`src/rtl/pic_pkg.sv`:
```
// ---------------------------------------------------------------------------
// pic_pkg
// Shared definitions for the PIC8259 priority resolution slice.
//   - pr_state_t : acknowledge sequencer states (IDLE, REQ, ACK1)
//   - level_t    : 3-bit interrupt level
//   - VECTOR_W   : width of the emitted interrupt vector
//   - rank_of()  : position of a level in the rotating priority order,
//                  0 = highest priority, 7 = lowest
// ---------------------------------------------------------------------------
package pic_pkg;

    localparam int NUM_LEVELS = 8;
    localparam int VECTOR_W   = 8;

    typedef logic [2:0] level_t;

    typedef enum logic [1:0] {
        ST_IDLE = 2'd0,
        ST_REQ  = 2'd1,
        ST_ACK1 = 2'd2
    } pr_state_t;

    // The level just above 'lowest' ranks 0, so the distance is simply
    // (lvl - lowest - 1) taken modulo 8 by the 3-bit arithmetic.
    function automatic level_t rank_of(input level_t lvl, input level_t lowest);
        return lvl - lowest - 3'd1;
    endfunction

endpackage

```
`src/rtl/rot_prio_enc.sv`:
```
// ---------------------------------------------------------------------------
// rot_prio_enc
// Combinational rotating highest-priority finder.
// Ports:
//   req    in  8  request vector to search
//   lowest in  3  level currently holding lowest priority
//   found  out 1  at least one bit of req is set
//   level  out 3  level of the highest-priority set bit
// ---------------------------------------------------------------------------
module rot_prio_enc
    import pic_pkg::*;
(
    input  logic [NUM_LEVELS-1:0] req,
    input  level_t                lowest,
    output logic                  found,
    output level_t                level
);

    level_t cand;

    // Walk from the lowest-priority position (lowest itself) towards the
    // highest (lowest+1); the last hit encountered is the winner.
    always_comb begin
        found = 1'b0;
        level = '0;
        cand  = '0;
        for (int k = NUM_LEVELS; k >= 1; k--) begin
            cand = lowest + level_t'(k);
            if (req[cand]) begin
                found = 1'b1;
                level = cand;
            end
        end
    end

endmodule

```
`src/rtl/priority_resolver.sv`:
```
// ---------------------------------------------------------------------------
// priority_resolver
// Resolves the highest-priority masked request using fully nested, optionally
// rotating priority, runs the two-pulse INTA acknowledge sequence, maintains
// the In-Service Register and emits the interrupt vector. Also executes EOI
// commands.
//
// Optional feature macro: AUTO_EOI_EN (adds the AEOI port and automatic EOI).
//
// Ports:
//   clk           in   1  system clock
//   rst           in   1  synchronous active-high reset
//   IRR           in   8  masked request vector
//   INTA          in   1  one-cycle strobe per INTA bus cycle
//   Vector_Base   in   5  ICW2 T7..T3
//   EOI_cmd       in   1  one-cycle EOI command strobe
//   EOI_specific  in   1  1 = specific EOI, 0 = non-specific
//   EOI_level     in   3  target level of a specific EOI
//   Rotate_on_EOI in   1  cleared level becomes lowest priority
//   AEOI          in   1  automatic EOI enable (AUTO_EOI_EN only)
//   INT           out  1  interrupt request to the CPU
//   ISR           out  8  in-service register
//   Clear_IRR     out  8  one-hot pulse clearing the acknowledged IRR latch
//   Vector        out  8  {Vector_Base, level}
//   Vector_valid  out  1  one-cycle qualifier for Vector
// ---------------------------------------------------------------------------
module priority_resolver
    import pic_pkg::*;
#(
    parameter int NUM_IR = 8
) (
    input  logic                clk,
    input  logic                rst,
    input  logic [NUM_IR-1:0]   IRR,
    input  logic                INTA,
    input  logic [4:0]          Vector_Base,
    input  logic                EOI_cmd,
    input  logic                EOI_specific,
    input  logic [2:0]          EOI_level,
    input  logic                Rotate_on_EOI,
`ifdef AUTO_EOI_EN
    input  logic                AEOI,
`endif
    output logic                INT,
    output logic [NUM_IR-1:0]   ISR,
    output logic [NUM_IR-1:0]   Clear_IRR,
    output logic [VECTOR_W-1:0] Vector,
    output logic                Vector_valid
);

    pr_state_t   state;
    level_t      lowest;
    level_t      ack_level;

    logic        irr_found;
    level_t      irr_level;
    logic        isr_found;
    level_t      isr_level;

    logic        eligible;
    logic        eoi_hit;
    level_t      eoi_target;
    logic        aeoi_hit;
    logic [NUM_IR-1:0] set_mask;
    logic [NUM_IR-1:0] clr_mask;
    logic [NUM_IR-1:0] isr_next;

    rot_prio_enc u_irr_enc (
        .req    (IRR),
        .lowest (lowest),
        .found  (irr_found),
        .level  (irr_level)
    );

    rot_prio_enc u_isr_enc (
        .req    (ISR),
        .lowest (lowest),
        .found  (isr_found),
        .level  (isr_level)
    );

    // A request may interrupt only if it strictly outranks whatever is
    // currently in service; an equal rank (same level) is not enough.
    always_comb begin
        eligible = irr_found &&
                   (!isr_found || (rank_of(irr_level, lowest) < rank_of(isr_level, lowest)));
    end

    // EOI target selection works on the ISR as it stands before any
    // acknowledge that lands in the same cycle.
    always_comb begin
        eoi_hit    = 1'b0;
        eoi_target = isr_level;
        if (EOI_cmd) begin
            if (EOI_specific) begin
                eoi_target = EOI_level;
                eoi_hit    = ISR[EOI_level];
            end else begin
                eoi_target = isr_level;
                eoi_hit    = isr_found;
            end
        end
    end

`ifdef AUTO_EOI_EN
    logic ack_real;

    // Automatic EOI fires on the second INTA of a genuine acknowledge only;
    // a spurious level 7 never owned an ISR bit.
    always_comb begin
        aeoi_hit = AEOI && ack_real && (state == ST_ACK1) && INTA && ISR[ack_level];
    end

    always_ff @(posedge clk) begin
        if (rst) begin
            ack_real <= 1'b0;
        end else if (INTA && (state != ST_ACK1)) begin
            ack_real <= (state == ST_REQ) && eligible;
        end
    end
`else
    always_comb begin
        aeoi_hit = 1'b0;
    end
`endif

    // Set is applied after clear so that a simultaneous set and clear of the
    // same bit leaves the bit set.
    always_comb begin
        set_mask = '0;
        clr_mask = '0;
        if ((state == ST_REQ) && INTA && eligible) begin
            set_mask = NUM_IR'(1) << irr_level;
        end
        if (eoi_hit) begin
            clr_mask = clr_mask | (NUM_IR'(1) << eoi_target);
        end
        if (aeoi_hit) begin
            clr_mask = clr_mask | (NUM_IR'(1) << ack_level);
        end
        isr_next = (ISR & ~clr_mask) | set_mask;
    end

    // ISR and rotation state; EOI is honoured in every sequencer state.
    always_ff @(posedge clk) begin
        if (rst) begin
            ISR       <= '0;
            Clear_IRR <= '0;
            lowest    <= 3'd7;
        end else begin
            ISR       <= isr_next;
            Clear_IRR <= set_mask;
            if (Rotate_on_EOI) begin
                if (eoi_hit) begin
                    lowest <= eoi_target;
                end else if (aeoi_hit) begin
                    lowest <= ack_level;
                end
            end
        end
    end

    // Acknowledge sequencer. An INTA that arrives without an eligible
    // request behind it is answered as spurious with level 7.
    always_ff @(posedge clk) begin
        if (rst) begin
            state        <= ST_IDLE;
            INT          <= 1'b0;
            ack_level    <= 3'd7;
            Vector       <= '0;
            Vector_valid <= 1'b0;
        end else begin
            Vector_valid <= 1'b0;
            case (state)
                ST_IDLE: begin
                    if (INTA) begin
                        state     <= ST_ACK1;
                        ack_level <= 3'd7;
                    end else if (eligible) begin
                        state <= ST_REQ;
                        INT   <= 1'b1;
                    end
                end
                ST_REQ: begin
                    if (INTA) begin
                        state     <= ST_ACK1;
                        INT       <= 1'b0;
                        ack_level <= eligible ? irr_level : 3'd7;
                    end else if (!eligible) begin
                        state <= ST_IDLE;
                        INT   <= 1'b0;
                    end
                end
                ST_ACK1: begin
                    if (INTA) begin
                        state        <= ST_IDLE;
                        Vector       <= {Vector_Base, ack_level};
                        Vector_valid <= 1'b1;
                    end
                end
                default: begin
                    state <= ST_IDLE;
                    INT   <= 1'b0;
                end
            endcase
        end
    end

endmodule
```
`config.mk`:
```
export PLATFORM = sky130hd
export DESIGN_NAME = priority_resolver
export DESIGN_NICKNAME = d
export VERILOG_FILES = /design/src/rtl/pic_pkg.sv /design/src/rtl/rot_prio_enc.sv /design/src/rtl/priority_resolver.sv
export SDC_FILE = /design/constraint.sdc
export NUM_CORES = 1
export LEC_CHECK = 0
export ABC_AREA = 1
export CAP_MARGIN = 25
export CORE_MARGIN = 4
export CORE_UTILIZATION = 60
export CTS_BUF_LIST = sky130_fd_sc_hd__clkbuf_2 sky130_fd_sc_hd__clkbuf_4 sky130_fd_sc_hd__clkbuf_8
export DETAILED_ROUTE_END_ITERATION = 12
export MAX_ROUTING_LAYER = met4
export PLACE_DENSITY = 0.89
export SLEW_MARGIN = 20
export SYNTH_ARGS = -nofsm -noshare
export SYNTH_HDL_FRONTEND = slang
export SYNTH_SLANG_ARGS = --single-unit
```
`constraint.sdc`:
```
create_clock -name clk -period 12.75 [get_ports clk]
set_input_delay 1.275 -clock clk [delete_from_list [all_inputs] [get_ports clk]]
set_output_delay 1.275 -clock clk [all_outputs]
set_load 0.01 [all_outputs]
```
# Yosys cells after proc, flatten, opt, wreduce, memory -nomap -nowiden

Cells that the tools add are included.

Register bits: 34
Input bits: 22
Output and inout bits: 26

Add/subtract/negate cells: 11
$lt $le $gt $ge: 10
Eq/ne operators: 9
Shift operators: 2
Muxes and demuxes: 88
Bitwise operators: 4
Reductions and logical operators: 13

Operator list:

| kind                                               | count |
|---|---|
| two-way mux 3 bit                                  | 21 |
| binary-select mux 1 bit (select 3 bit)             | 17 |
| two-way mux 1 bit                                  | 40 |
| < comparator 3 x 4 -> 1 bit, second input constant | 9 |
| two-way mux 8 bit                                  | 2 |
| left shift 1 x 3 -> 8 bit, first input constant    | 2 |
| adder 3 bit, second input constant                 | 4 |
| two-way mux 2 bit                                  | 5 |
| != test 2 bit, second input constant               | 5 |
| bitwise AND 8 bit                                  | 1 |
| inverter 8 bit                                     | 1 |
| bitwise OR 8 bit                                   | 1 |
| adder 3 x 2 -> 3 bit, second input constant        | 2 |
| != test 3 bit, second input constant               | 2 |
| case mux 2 bit (3 select lines)                    | 1 |
| case mux 3 bit (2 select lines)                    | 1 |
| AND reduction 3 bit                                | 2 |
| subtractor 3 x 1 -> 3 bit, second input constant   | 2 |
| subtractor 3 bit                                   | 2 |
| AND reduction 2 bit                                | 2 |
| AND reduction 4 bit                                | 1 |
| adder 3 x 1 -> 3 bit, second input constant        | 1 |
| logical AND 1 bit                                  | 3 |
| < comparator 3 bit                                 | 1 |
| 9 further kinds                                    | 9 |

# Logic depth before layout (Yosys ltp)

Gate-level depths: netlist of run 1.

Depth after elaboration: 18
Mapped depth: 32

# Hierarchy

Synthesis of run 1 repeated with hierarchy kept, for this count alone.

Cells, all modules: 482
Area, all modules: 2,995.4 um^2

Modules (own cells, without submodules):

| module            | instances | cells an instance | area each (um^2) |
|---|---|---|---|
| priority_resolver | 1         | 236               | 1,661.6 |
| rot_prio_enc      | 2         | 123               | 666.9 |

# Least setup slack after synthesis of run 1

Ideal clock, no wire load.

Kind: input port to flip-flop
Start: in IRR[6]
End: reg ISR[3]
Library setup time: 58 ps
Data arrival time: 4,302 ps
Slack: 8,390 ps
Stages on the path: 25
Path buffers: 0
Cell sequence: or2_2 > o21ai_0 > nand2_1 > nand3_1 > nand2_1 > a21oi_1 > o21ai_0 > nand2_1 > nand2_1 > nand2_1 > nand2_2 > ha_1 > fa_1 > xnor2_1 > xor2_1 > ha_1 > a21oi_1 > nand2_1 > nand2_1 > nand3_2 > inv_2 > nand3_2 > nor2_4 > nand3_2 > nand2_1

Longest elaborated chain between the ends: 18
Elaborated cells between the ends (all ways): 41

Ends and longest elaborated chain:

| item                                    | RTL line                 | source |
|---|---|---|
| from (decl)                             | priority_resolver.sv:34  | `input logic [NUM_IR-1:0] IRR,` |
| binary-select mux 1 bit (select 3 bit)  | rot_prio_enc.sv:29       | `if (req[cand]) begin` |
| two-way mux 1 bit (not written as such) | rot_prio_enc.sv:29       |  |
| two-way mux 3 bit (8 in a row)          | rot_prio_enc.sv:29       |  |
| subtractor 3 bit                        | pic_pkg.sv:26            | `return lvl - lowest - 3'd1;` |
| subtractor 3 x 1 -> 3 bit               | pic_pkg.sv:26            |  |
| < comparator 3 bit                      | priority_resolver.sv:86  | `(!isr_found \|\| (rank_of(irr_level, lowest) < rank_of(isr_level, lowest)));` |
| logical OR 1 bit                        | priority_resolver.sv:86  |  |
| logical AND 1 bit                       | priority_resolver.sv:85  | `eligible = irr_found &&` |
| logical AND 1 bit                       | priority_resolver.sv:132 | `if ((state == ST_REQ) && INTA && eligible) begin` |
| two-way mux 8 bit *                     | priority_resolver.sv:132 |  |
| bitwise OR 8 bit *                      | priority_resolver.sv:141 | `isr_next = (ISR & ~clr_mask) \| set_mask;` |
| to (signal assigned)                    | priority_resolver.sv:151 | `ISR <= isr_next;` |
| to (decl)                               | priority_resolver.sv:45  | `output logic [NUM_IR-1:0] ISR,` |

Every way passes the cells marked *; elsewhere a longest branch is shown, timed or not. The select of a mux whose other input is x is not followed.
A chain may end at the register's enable or synchronous reset.

# Final worst setup path of run 1

Start: reg lowest[0]
End: reg ISR[3]

Longest elaborated chain between the ends: 18
Elaborated cells between the ends (all ways): 91

Ends and longest elaborated chain:

| item                                                                                | RTL line                               | source |
|---|---|---|
| from (decl)                                                                         | priority_resolver.sv:52                | `level_t lowest;` |
| from (signal assigned)                                                              | priority_resolver.sv:155               | `lowest <= eoi_target;` |
| from (signal assigned)                                                              | priority_resolver.sv:157               | `lowest <= ack_level;` |
| adder 3 bit / binary-select mux 1 bit (select 3 bit) (equally long branches)        | rot_prio_enc.sv:28, rot_prio_enc.sv:29 |  |
| binary-select mux 1 bit (select 3 bit) / two-way mux 1 bit (equally long branches)  | rot_prio_enc.sv:29                     |  |
| two-way mux 1 bit (not written as such) / two-way mux 3 bit (equally long branches) | rot_prio_enc.sv:29                     |  |
| two-way mux 3 bit (7 in a row)                                                      | rot_prio_enc.sv:29                     |  |
| subtractor 3 bit                                                                    | pic_pkg.sv:26                          |  |
| subtractor 3 x 1 -> 3 bit                                                           | pic_pkg.sv:26                          |  |
| < comparator 3 bit                                                                  | priority_resolver.sv:86                |  |
| logical OR 1 bit                                                                    | priority_resolver.sv:86                |  |
| logical AND 1 bit                                                                   | priority_resolver.sv:85                |  |
| logical AND 1 bit                                                                   | priority_resolver.sv:132               |  |
| two-way mux 8 bit                                                                   | priority_resolver.sv:132               |  |
| bitwise OR 8 bit *                                                                  | priority_resolver.sv:141               |  |

Marks and branches as above.

==> results of run 1 <==
[final timing paths]
path | slack [ns] | endpoint | depth (start not counted) | start
setup reg to reg | 7.60 | ISR[3] | 28 | lowest[0]
hold reg to reg | 0.48 | ack_level[1] | 2 | ack_level[1]
setup / recovery | 7.60 | ISR[3] | 28 | lowest[0]
hold / removal | 0.48 | ack_level[1] | 2 | ack_level[1]
[cells in the final DEF, fill, tap and decap left out, types with 6 or more instances in the layout]
master,instances
nand2_1,166
nand3_1,67
nand2_2,6
nor2_1,43
a21oi_1,25
ha_1,6
inv_1,62
dfxtp_1,34
clkbuf_8,6
clkdlybuf4s50_1,47
o21ai_0,23
[layout make-up]
cell class	instances	share of cell area, %
clock buffer	6	2.479
tap	52	1.953
sequential	34	20.44
timing repair buffer	48	14.35
inverter	67	7.551
clock inverter	2	0.3757
multi-input combinational	369	52.86
[per-layer routing]
layer | part of all wire, % | wire length [um]
met5 | 0 | 0
met4 | 4.7 | 386
met3 | 6.5 | 536
met2 | 49 | 3984
met1 | 40 | 3277
[worst register-to-register path: cells and delay by family (launching register included)]
family                     cells  cell delay [ns]
DFF                            1             0.69
adders and majority gates      4             1.48
AOI/OAI and AO/OA              2             0.29
buffers and inverters          4             0.81
and+or+nand+nor               16             1.48
xor gates and xnor gates       2             0.34
[per-stage QoR]
stage	cells	setup slack [ns]	hold WS, ns
after detailed placement	570	7.487	0.4651
after global placement	570	7.507	0.4568
after floorplan	483	8.390	0.4412
after global routing	578	7.107	0.5060
after CTS	578	7.677	0.4868
final	578	7.604	0.4849
[state kept, by name, summed over array words and instances, names as in the netlist]
signal	cells
ISR	8
ack_level	3
state	2
Clear_IRR	8
Vector	8
lowest	3
INT	1
Vector_valid	1
[report_power, final]
part           switching (W)  total [W]  internal, W
logic               0.000186   0.000287     0.000101
registers         0.00000973   0.000125     0.000115
clock network      0.0000398  0.0000832    0.0000434
[cells by family after synthesis]
kind of cell,count (synthesis),synth area share (%)
buffers and inverters,80,12.31
adders and majority gates,8,4.135
and+or+nand+nor,301,46.74
xor gates and xnor gates,7,2.742
DFF,34,24.45
AOI/OAI and AO/OA,53,9.618
==> metrics.yaml, run 1 <==
setup_path:
  required_ns: 12.98
  worst_path_most_repeated_cell: "nand2_1"
  path_buf_inv: 4
  crit_type: "flip-flop to flip-flop"
  arrival_ns: 5.38
  crit_family: "simple AND/OR/NAND/NOR gates"
  worst_path_largest_cell_delay_ns: 0.69
  endpoint_kind: "flip-flop"
  start_kind: "flip-flop"
  cp_slowest_cell: "dfxtp_1"
  crit_fanout: 23
hold_path:
  hp-class: "flip-flop to flip-flop"
global_routing:
  overflow: 0
  grtUsageMet3_pct: 6.147
  antenna_found_initial: 0
  grt_start_max_net_pins: 24
  grt_usage_pct: 29.14
  met1_usage_pct: 32.09
  grt-busiest-layer: "met2"
  grt.met2_usage_pct: 49.66
  grt_pass1_wl_um: 13640
  grt_pass1_vias: 3059
sta:
  hold_viol_final: 0
  tns_ns: 0
  finClkSkew_ns: 0.008588
  finalCriticalPeriod_ns: 5.146
  period_share_pct: 40.36
  slew_violations: 0
  finalSetupViolCount: 0
  rsz0062_at_grt: "false"
  tightest_slew_ns: 0.7189
  timing.fmax_ghz: 0.1943
  relSlewSlack_pct: 52.01
cts:
  cts_buffer_depth: 2
  clk_latency_ns: 0.29
  cts_buffers: 5
  cts_tree: "yes"
  cts_sinks: 34
  holdBufCountCts: 0
  htreeDepth: 2
  cts_setup_buffers: 0
  clkTransAtPathRegs_ns: 0.07
  cts_resized: 0
  cts-root-buf: "clkbuf_8"
synth:
  synthTopCellsByArea: "dfxtp_1 (24%), nand2_1 (22%), nand3_1 (12%)"
  netlist.area_leader.share_pct: 24.45
  yosys_most_used_dff: "dfxtp_1"
  synthCells: 483
  synth_nets: 513
  synth_top_area_cell: "dfxtp_1"
  netlist_area_um2: 2784
  seq_area_frac_synth_pct: 24.45
  yosysMostFrequentCell: "nand2_1"
  ys_top_cells_by_count: "nand2_1 (166), nand3_1 (67), inv_1 (62), nor2_1 (43), dfxtp_1 (34)"
  synth_seq_cells: 34
  async_flop_share_pct: 0
  syn_avg_cell_area_um2: 5.764
  synth_edf_count: 0
  yosysWarnings: 0
  synth.distinct_cells: 31
flow_run:
  maxCapViolCount: 0
status:
  status: "finished clean"
die:
  initial_core_util_pct: 63.07
  core_area_um2: 4414
  die_h_um: 76.12
  io_pins: 48
  dieArea_um2: 5793
  row_count: 24
  fp.dieW_um: 76.12
layout:
  seqCellArea_um2: 680.7
  final_layout_size_suffix_gt1_share_pct: 6.464
  postLayoutCoreUtil_pct: 75.45
  finalInstanceArea_um2: 3331
  area_growth_pct: 19.64
  multi_input_comb_area_um2: 1760
  nets: 555
  n_antenna_cell: 0
  n_fill_cell: 369
power:
  p_leak_nw: 1.748
  ir_drop_mv: 0.1219
  p_total_w: 0.0004955
  power_density_nw_per_um2: 148.8
route:
  via_count: 3181
  firstDrtPassIters: 6
  wirelength_um: 8185
  final_antenna_net_count: 0
  drc: 0
  drt-initial-drc-count: 267
  wl_per_cell_um: 14.16
  via_per_inst: 5.503
place:
  post_dp_cell_area_um2: 3236
  gp_congestion: 1.045
  io_buffers: 47
  hpwl_um: 6289
Power figures use the tool's default switching activity.
==> inputs of run 2 (changes only) <==
--- a/config.mk
+++ b/config.mk
@@ -8,11 +8,11 @@
 export ABC_AREA = 1
 export CAP_MARGIN = 25
 export CORE_MARGIN = 4
-export CORE_UTILIZATION = 60
+export CORE_UTILIZATION = 55
 export CTS_BUF_LIST = sky130_fd_sc_hd__clkbuf_2 sky130_fd_sc_hd__clkbuf_4 sky130_fd_sc_hd__clkbuf_8
 export DETAILED_ROUTE_END_ITERATION = 12
 export MAX_ROUTING_LAYER = met4
-export PLACE_DENSITY = 0.89
+export PLACE_DENSITY = 0.83
 export SLEW_MARGIN = 20
 export SYNTH_ARGS = -nofsm -noshare
 export SYNTH_HDL_FRONTEND = slang
==> constraint.sdc (replaced) <==
create_clock -name clk -period 4.9 [get_ports clk]
set_input_delay 0.49 -clock clk [delete_from_list [all_inputs] [get_ports clk]]
set_output_delay 0.49 -clock clk [all_outputs]
set_load 0.01 [all_outputs]
==> metrics.yaml, run 2 (same netlist as run 1, synthesis figures left out) <==
status:
  status: "finished clean"  # unchanged
setup_path:
  start_kind: "flip-flop"  # unchanged
  cp_slowest_cell: "fa_1"  # was dfxtp_1
  crit_fanout: 12  # was 23
  required_ns: 5.13  # was 12.98 ns
  endpoint_kind: "flip-flop"  # unchanged
  arrival_ns: 4.50  # was 5.38 ns
  worst_path_largest_cell_delay_ns: 0.40  # was 0.69 ns
  worst_path_most_repeated_cell: "nand2_1"  # unchanged
  crit_type: "flip-flop to flip-flop"  # unchanged
  reg2reg_depth: 28  # unchanged
route:
  drc: 0  # unchanged
  via_count: 3143  # was 3181
  wirelength_um: 7772  # was 8185 um
  wl_per_cell_um: 13.02  # was 14.16 um
  via_per_inst: 5.265  # was 5.503
  drt-initial-drc-count: 213  # was 267
  final_antenna_net_count: 0  # unchanged
  firstDrtPassIters: 4  # was 6
layout:
  final_cell_mix: "nand2_1 (166), nand3_1 (67), inv_1 (62)"  # unchanged
  nets: 559  # was 555
  n_antenna_cell: 0  # unchanged
  postLayoutCoreUtil_pct: 70.47  # was 75.45%
  final_layout_size_suffix_gt1_share_pct: 7.358  # was 6.464%
  reg_top3: "Clear_IRR x8, ISR x8, Vector x8"  # unchanged
  finalInstanceArea_um2: 3395  # was 3331 um^2
  area_growth_pct: 21.93  # was 19.64%
  layout_commonest_cell: "nand2_1"  # unchanged
die:
  fp.dieW_um: 79.15  # was 76.12 um
  row_count: 25  # was 24
  initial_core_util_pct: 57.79  # was 63.07%
  dieArea_um2: 6264  # was 5793 um^2
  io_pins: 48  # unchanged
  die_h_um: 79.15  # was 76.12 um
  core_area_um2: 4817  # was 4414 um^2
global_routing:
  grt-busiest-layer: "met2"  # unchanged
  grt.met2_usage_pct: 45.12  # was 49.66%
  overflow: 0  # unchanged
  grt_start_max_net_pins: 23  # was 24
  grt_pass1_wl_um: 13370  # was 13640 um
  met1_usage_pct: 32.52  # was 32.09%
  grt_usage_pct: 26.81  # was 29.14%
  antenna_found_initial: 0  # unchanged
  grt_pass1_vias: 3048  # was 3059
  grtUsageMet3_pct: 3.061  # was 6.147%
cts:
  clk_latency_ns: 0.29  # about the same
  cts_buffers: 5  # unchanged
  cts-root-buf: "clkbuf_8"  # unchanged
  cts_resized: 0  # unchanged
  htreeDepth: 2  # unchanged
  clkTransAtPathRegs_ns: 0.07  # about the same
  holdBufCountCts: 0  # unchanged
  cts_tree: "yes"  # unchanged
  cts_setup_buffers: 0  # unchanged
  cts_buffer_depth: 2  # unchanged
  cts_sinks: 34  # unchanged
sta:
  tns_ns: 0  # unchanged
  rsz0062_at_grt: "false"  # unchanged
  tightest_slew_ns: 0.6221  # was 0.7189 ns
  hold_viol_final: 0  # unchanged
  finalCriticalPeriod_ns: 4.273  # was 5.146 ns
  slew_violations: 0  # unchanged
  relSlewSlack_pct: 58.40  # was 52.01%
  finalSetupViolCount: 0  # unchanged
  period_share_pct: 87.20  # was 40.36%
  timing.fmax_ghz: 0.2340  # was 0.1943 GHz
  finClkSkew_ns: 0.008171  # was 0.008588 ns
place:
  io_buffers: 47  # unchanged
  gp_congestion: 0.9459  # was 1.045
  hpwl_um: 6017  # was 6289 um
  post_dp_cell_area_um2: 3284  # was 3236 um^2
hold_path:
  hold_depth: 2  # unchanged
  hp-class: "flip-flop to flip-flop"  # unchanged
flow_run:
  maxCapViolCount: 0  # unchanged
power:
  ir_drop_mv: 0.2816  # was 0.1219 mV
  p_leak_nw: 1.779  # was 1.748 nW
  power_density_nw_per_um2: 391.8  # was 148.8 nW/um^2
run 2: final timing paths:
path,slack (ns),end,start
worst max-delay path,0.63,ISR[7],lowest[0]
worst min register to register,0.48,ack_level[2],ack_level[2]
worst max register to register,0.63,ISR[7],lowest[0]
worst min-delay path,0.48,ack_level[2],ack_level[2]
run 2: power breakdown:
group / leakage [nW] / internal (W) / switching, W
logic: 1.44 / 0.000269 / 0.000487
clock network: 0.0579 / 0.000150 / 0.000103
registers: 0.276 / 0.000300 / 0.0000206
total: 1.78 / 0.000719 / 0.000611
run 2: layout make-up:
| class | count | area (um^2) |
|---|---|---|
| multi-input combinational | 369 | 1760 |
| clock inverter | 3 | 40.04 |
| inverter | 67 | 251.5 |
| tap | 67 | 83.83 |
| clock buffer | 5 | 68.82 |
| fill | 454 | 1423 |
| timing repair buffer | 52 | 508.0 |
| sequential | 34 | 681.9 |
run 2: metal layers:
metal  wire, um  up-vias
met5          0        -
met4        161        0
li1           -     1608
met3        402       18
met2       3749      114
met1       3459     1403
run 2: per-stage QoR:
step                instances  hold WS (ns)  setup slack (ns)  power (W)
floorplan                 483        0.4412            0.7972  0.0008881
global placement          589        0.4599            0.6139   0.001048
detailed placement        589        0.4639            0.4888   0.001075
CTS                       597        0.4836            0.5230   0.001328
global route              597        0.5230            0.1426   0.001464
finish                    597        0.4831            0.6273   0.001330
run 2: worst max-delay path: cells and delay by family (launching register included):
family,cells,cell delay (ns)
simple gates,15,1.40
xor+xnor,2,0.38
flops,1,0.35
buf+inv,5,0.66
fa+ha+maj,4,1.16
compound gates,2,0.23
==> inputs of run 3 (changes only) <==
--- a/config.mk
+++ b/config.mk
@@ -8,11 +8,10 @@
 export ABC_AREA = 1
 export CAP_MARGIN = 25
 export CORE_MARGIN = 4
-export CORE_UTILIZATION = 55
+export CORE_UTILIZATION = 36
 export CTS_BUF_LIST = sky130_fd_sc_hd__clkbuf_2 sky130_fd_sc_hd__clkbuf_4 sky130_fd_sc_hd__clkbuf_8
 export DETAILED_ROUTE_END_ITERATION = 12
 export MAX_ROUTING_LAYER = met4
-export PLACE_DENSITY = 0.83
 export SLEW_MARGIN = 20
 export SYNTH_ARGS = -nofsm -noshare
 export SYNTH_HDL_FRONTEND = slang
==> metrics.yaml, run 3 (same netlist as run 1, synthesis figures left out) <==
setup_path:
  crit_fanout: 12  # unchanged
  arrival_ns: 4.51  # was 4.50 ns
  required_ns: 5.13  # about the same
  start_kind: "flip-flop"  # unchanged
  reg2reg_from: "lowest[1]"  # was lowest[0]
  reg2reg_slack_ns: 0.61  # was 0.63 ns
  reg2reg_depth: 29  # was 28
  r2r-end: "ISR[3]"  # was ISR[7]
  worst_path_most_repeated_cell: "nand2_1"  # unchanged
  cp_slowest_cell: "dfxtp_2"  # was fa_1
  crit_type: "flip-flop to flip-flop"  # unchanged
  endpoint_kind: "flip-flop"  # unchanged
  worst_path_largest_cell_delay_ns: 0.42  # was 0.40 ns
hold_path:
  worstHoldStart: "ack_level[0]"  # was ack_level[2]
  hold_depth: 2  # unchanged
  min_to: "ack_level[0]"  # was ack_level[2]
  hp-class: "flip-flop to flip-flop"  # unchanged
cts:
  clk_latency_ns: 0.28  # was 0.29 ns
  htreeDepth: 2  # unchanged
  cts_tree: "yes"  # unchanged
  clkTransAtPathRegs_ns: 0.07  # about the same
  cts_buffers: 5  # unchanged
  cts-root-buf: "clkbuf_8"  # unchanged
  holdBufCountCts: 0  # unchanged
  cts_setup_buffers: 0  # unchanged
  cts_sinks: 34  # unchanged
  cts_resized: 0  # unchanged
  cts_buffer_depth: 2  # unchanged
route:
  drt-initial-drc-count: 138  # was 213
  firstDrtPassIters: 5  # was 4
  wl_per_cell_um: 13.17  # was 13.02 um
  wirelength_um: 8294  # was 7772 um
  via_per_inst: 4.913  # was 5.265
  drc: 0  # unchanged
  final_antenna_net_count: 0  # unchanged
  via_count: 3095  # was 3143
place:
  gp_congestion: 0.9487  # was 0.9459
  io_buffers: 47  # unchanged
  hpwl_um: 6585  # was 6017 um
  post_dp_cell_area_um2: 3332  # was 3284 um^2
power:
  ir_drop_mv: 0.1962  # was 0.2816 mV
  p_int_w: 0.0006833  # was 0.0007194 W
  p_leak_nw: 1.770  # was 1.779 nW
  p_sw_w: 0.0006168  # was 0.0006106 W
  power_density_nw_per_um2: 378.8  # was 391.8 nW/um^2
  p_comb_share_pct: 58.6  # was 56.9%
  seq_power_share_pct: 24.7  # was 24.1%
  clockPowerShare_pct: 16.7  # was 19.0%
  swShare_pct: 47.44  # was 45.91%
global_routing:
  grt_start_max_net_pins: 23  # unchanged
  grt_usage_pct: 19.62  # was 26.81%
  grt_pass1_wl_um: 13790  # was 13370 um
  overflow: 0  # unchanged
  antenna_found_initial: 0  # unchanged
  grt_pass1_vias: 2874  # was 3048
sta:
  tightest_slew_ns: 0.6504  # was 0.6221 ns
  rsz0062_at_grt: "false"  # unchanged
  finalCriticalPeriod_ns: 4.285  # was 4.273 ns
  timing.fmax_ghz: 0.2334  # was 0.2340 GHz
  tns_ns: 0  # unchanged
  hold_viol_final: 0  # unchanged
  finalSetupViolCount: 0  # unchanged
  period_share_pct: 87.45  # was 87.20%
  slew_violations: 0  # unchanged
  hold_slack_ns: 0.4824  # was 0.4831 ns
  finClkSkew_ns: 0.005605  # was 0.008171 ns
  relSlewSlack_pct: 56.51  # was 58.40%
die:
  core_area_um2: 7370  # was 4817 um^2
  die_h_um: 95.94  # was 79.15 um
  row_count: 31  # was 25
  io_pins: 48  # unchanged
  dieArea_um2: 9204  # was 6264 um^2
  initial_core_util_pct: 37.78  # was 57.79%
  fp.dieW_um: 95.94  # was 79.15 um
layout:
  finalInstanceArea_um2: 3432  # was 3395 um^2
  reg_top3: "Clear_IRR x8, ISR x8, Vector x8"  # unchanged
  final_layout_size_suffix_gt1_share_pct: 7.721  # was 7.358%
  nets: 560  # was 559
  area_growth_pct: 23.28  # was 21.93%
  final_cell_mix: "nand2_1 (166), nand3_1 (67), inv_1 (61)"  # was nand2_1 (166), nand3_1 (67), inv_1 (62)
  n_antenna_cell: 0  # unchanged
  n_fill_cell: 799  # was 454
  layout_commonest_cell: "nand2_1"  # unchanged
flow_run:
  maxCapViolCount: 0  # unchanged
status:
  status: "finished clean"  # unchanged
## run 3: how the worst max path moves through the flow
stage	startpoint	end	depth (start not counted)
finish	lowest[1]	ISR[3]	29
detailed placement	IRR[6]	INT	25
CTS	lowest[1]	INT	27
floorplan	lowest[1]	ISR[3]	31
global placement	IRR[6]	INT	25
global route	lowest[1]	INT	27
## run 3: power by group through the flow
stage	logic, W	clock network, W	registers (W)
after floorplan	0.000562	0	0.000326
after global placement	0.000749	0	0.000327
after detailed placement	0.000757	0	0.000327
after CTS	0.000760	0.000223	0.000321
after global routing	0.000867	0.000238	0.000325
final	0.000762	0.000217	0.000321
## run 3: layer usage
metal,global-route usage [%],wire length [um]
met1,26.06,3976
met2,31.62,3795
met3,2.424,393
met4,5.095,129
met5,-,0
## run 3: stage by stage
step	std cells	power [W]	util (%)	setup WS, ns
after global placement	622	0.001076	45.21	0.4385
after detailed placement	622	0.001084	45.21	0.3935
after CTS	630	0.001304	46.50	0.4628
after global routing	630	0.001430	46.57	0.1006
final	630	0.001300	46.57	0.6147
after floorplan	483	0.0008881	-	0.7972
## run 3: critical path: cells and delay by family (launching register included)
family,cells,cell delay (ns)
and+or+nand+nor,18,1.60
adders and majority gates,4,1.22
buffers and inverters,4,0.46
DFF,1,0.42
xor gates and xnor gates,2,0.38
AOI/OAI and AO/OA,1,0.15
## run 3: layout make-up
class | count | area [um^2] | area share [%]
multi-input cells | 369 | 1760 | 51.29
repair buffers | 53 | 515.5 | 15.02
clock buffers | 6 | 82.58 | 2.406
clock inverters | 2 | 12.51 | 0.3646
inverters | 67 | 255.2 | 7.437
well taps | 99 | 123.9 | 3.609
flip-flops and latches | 34 | 681.9 | 19.87
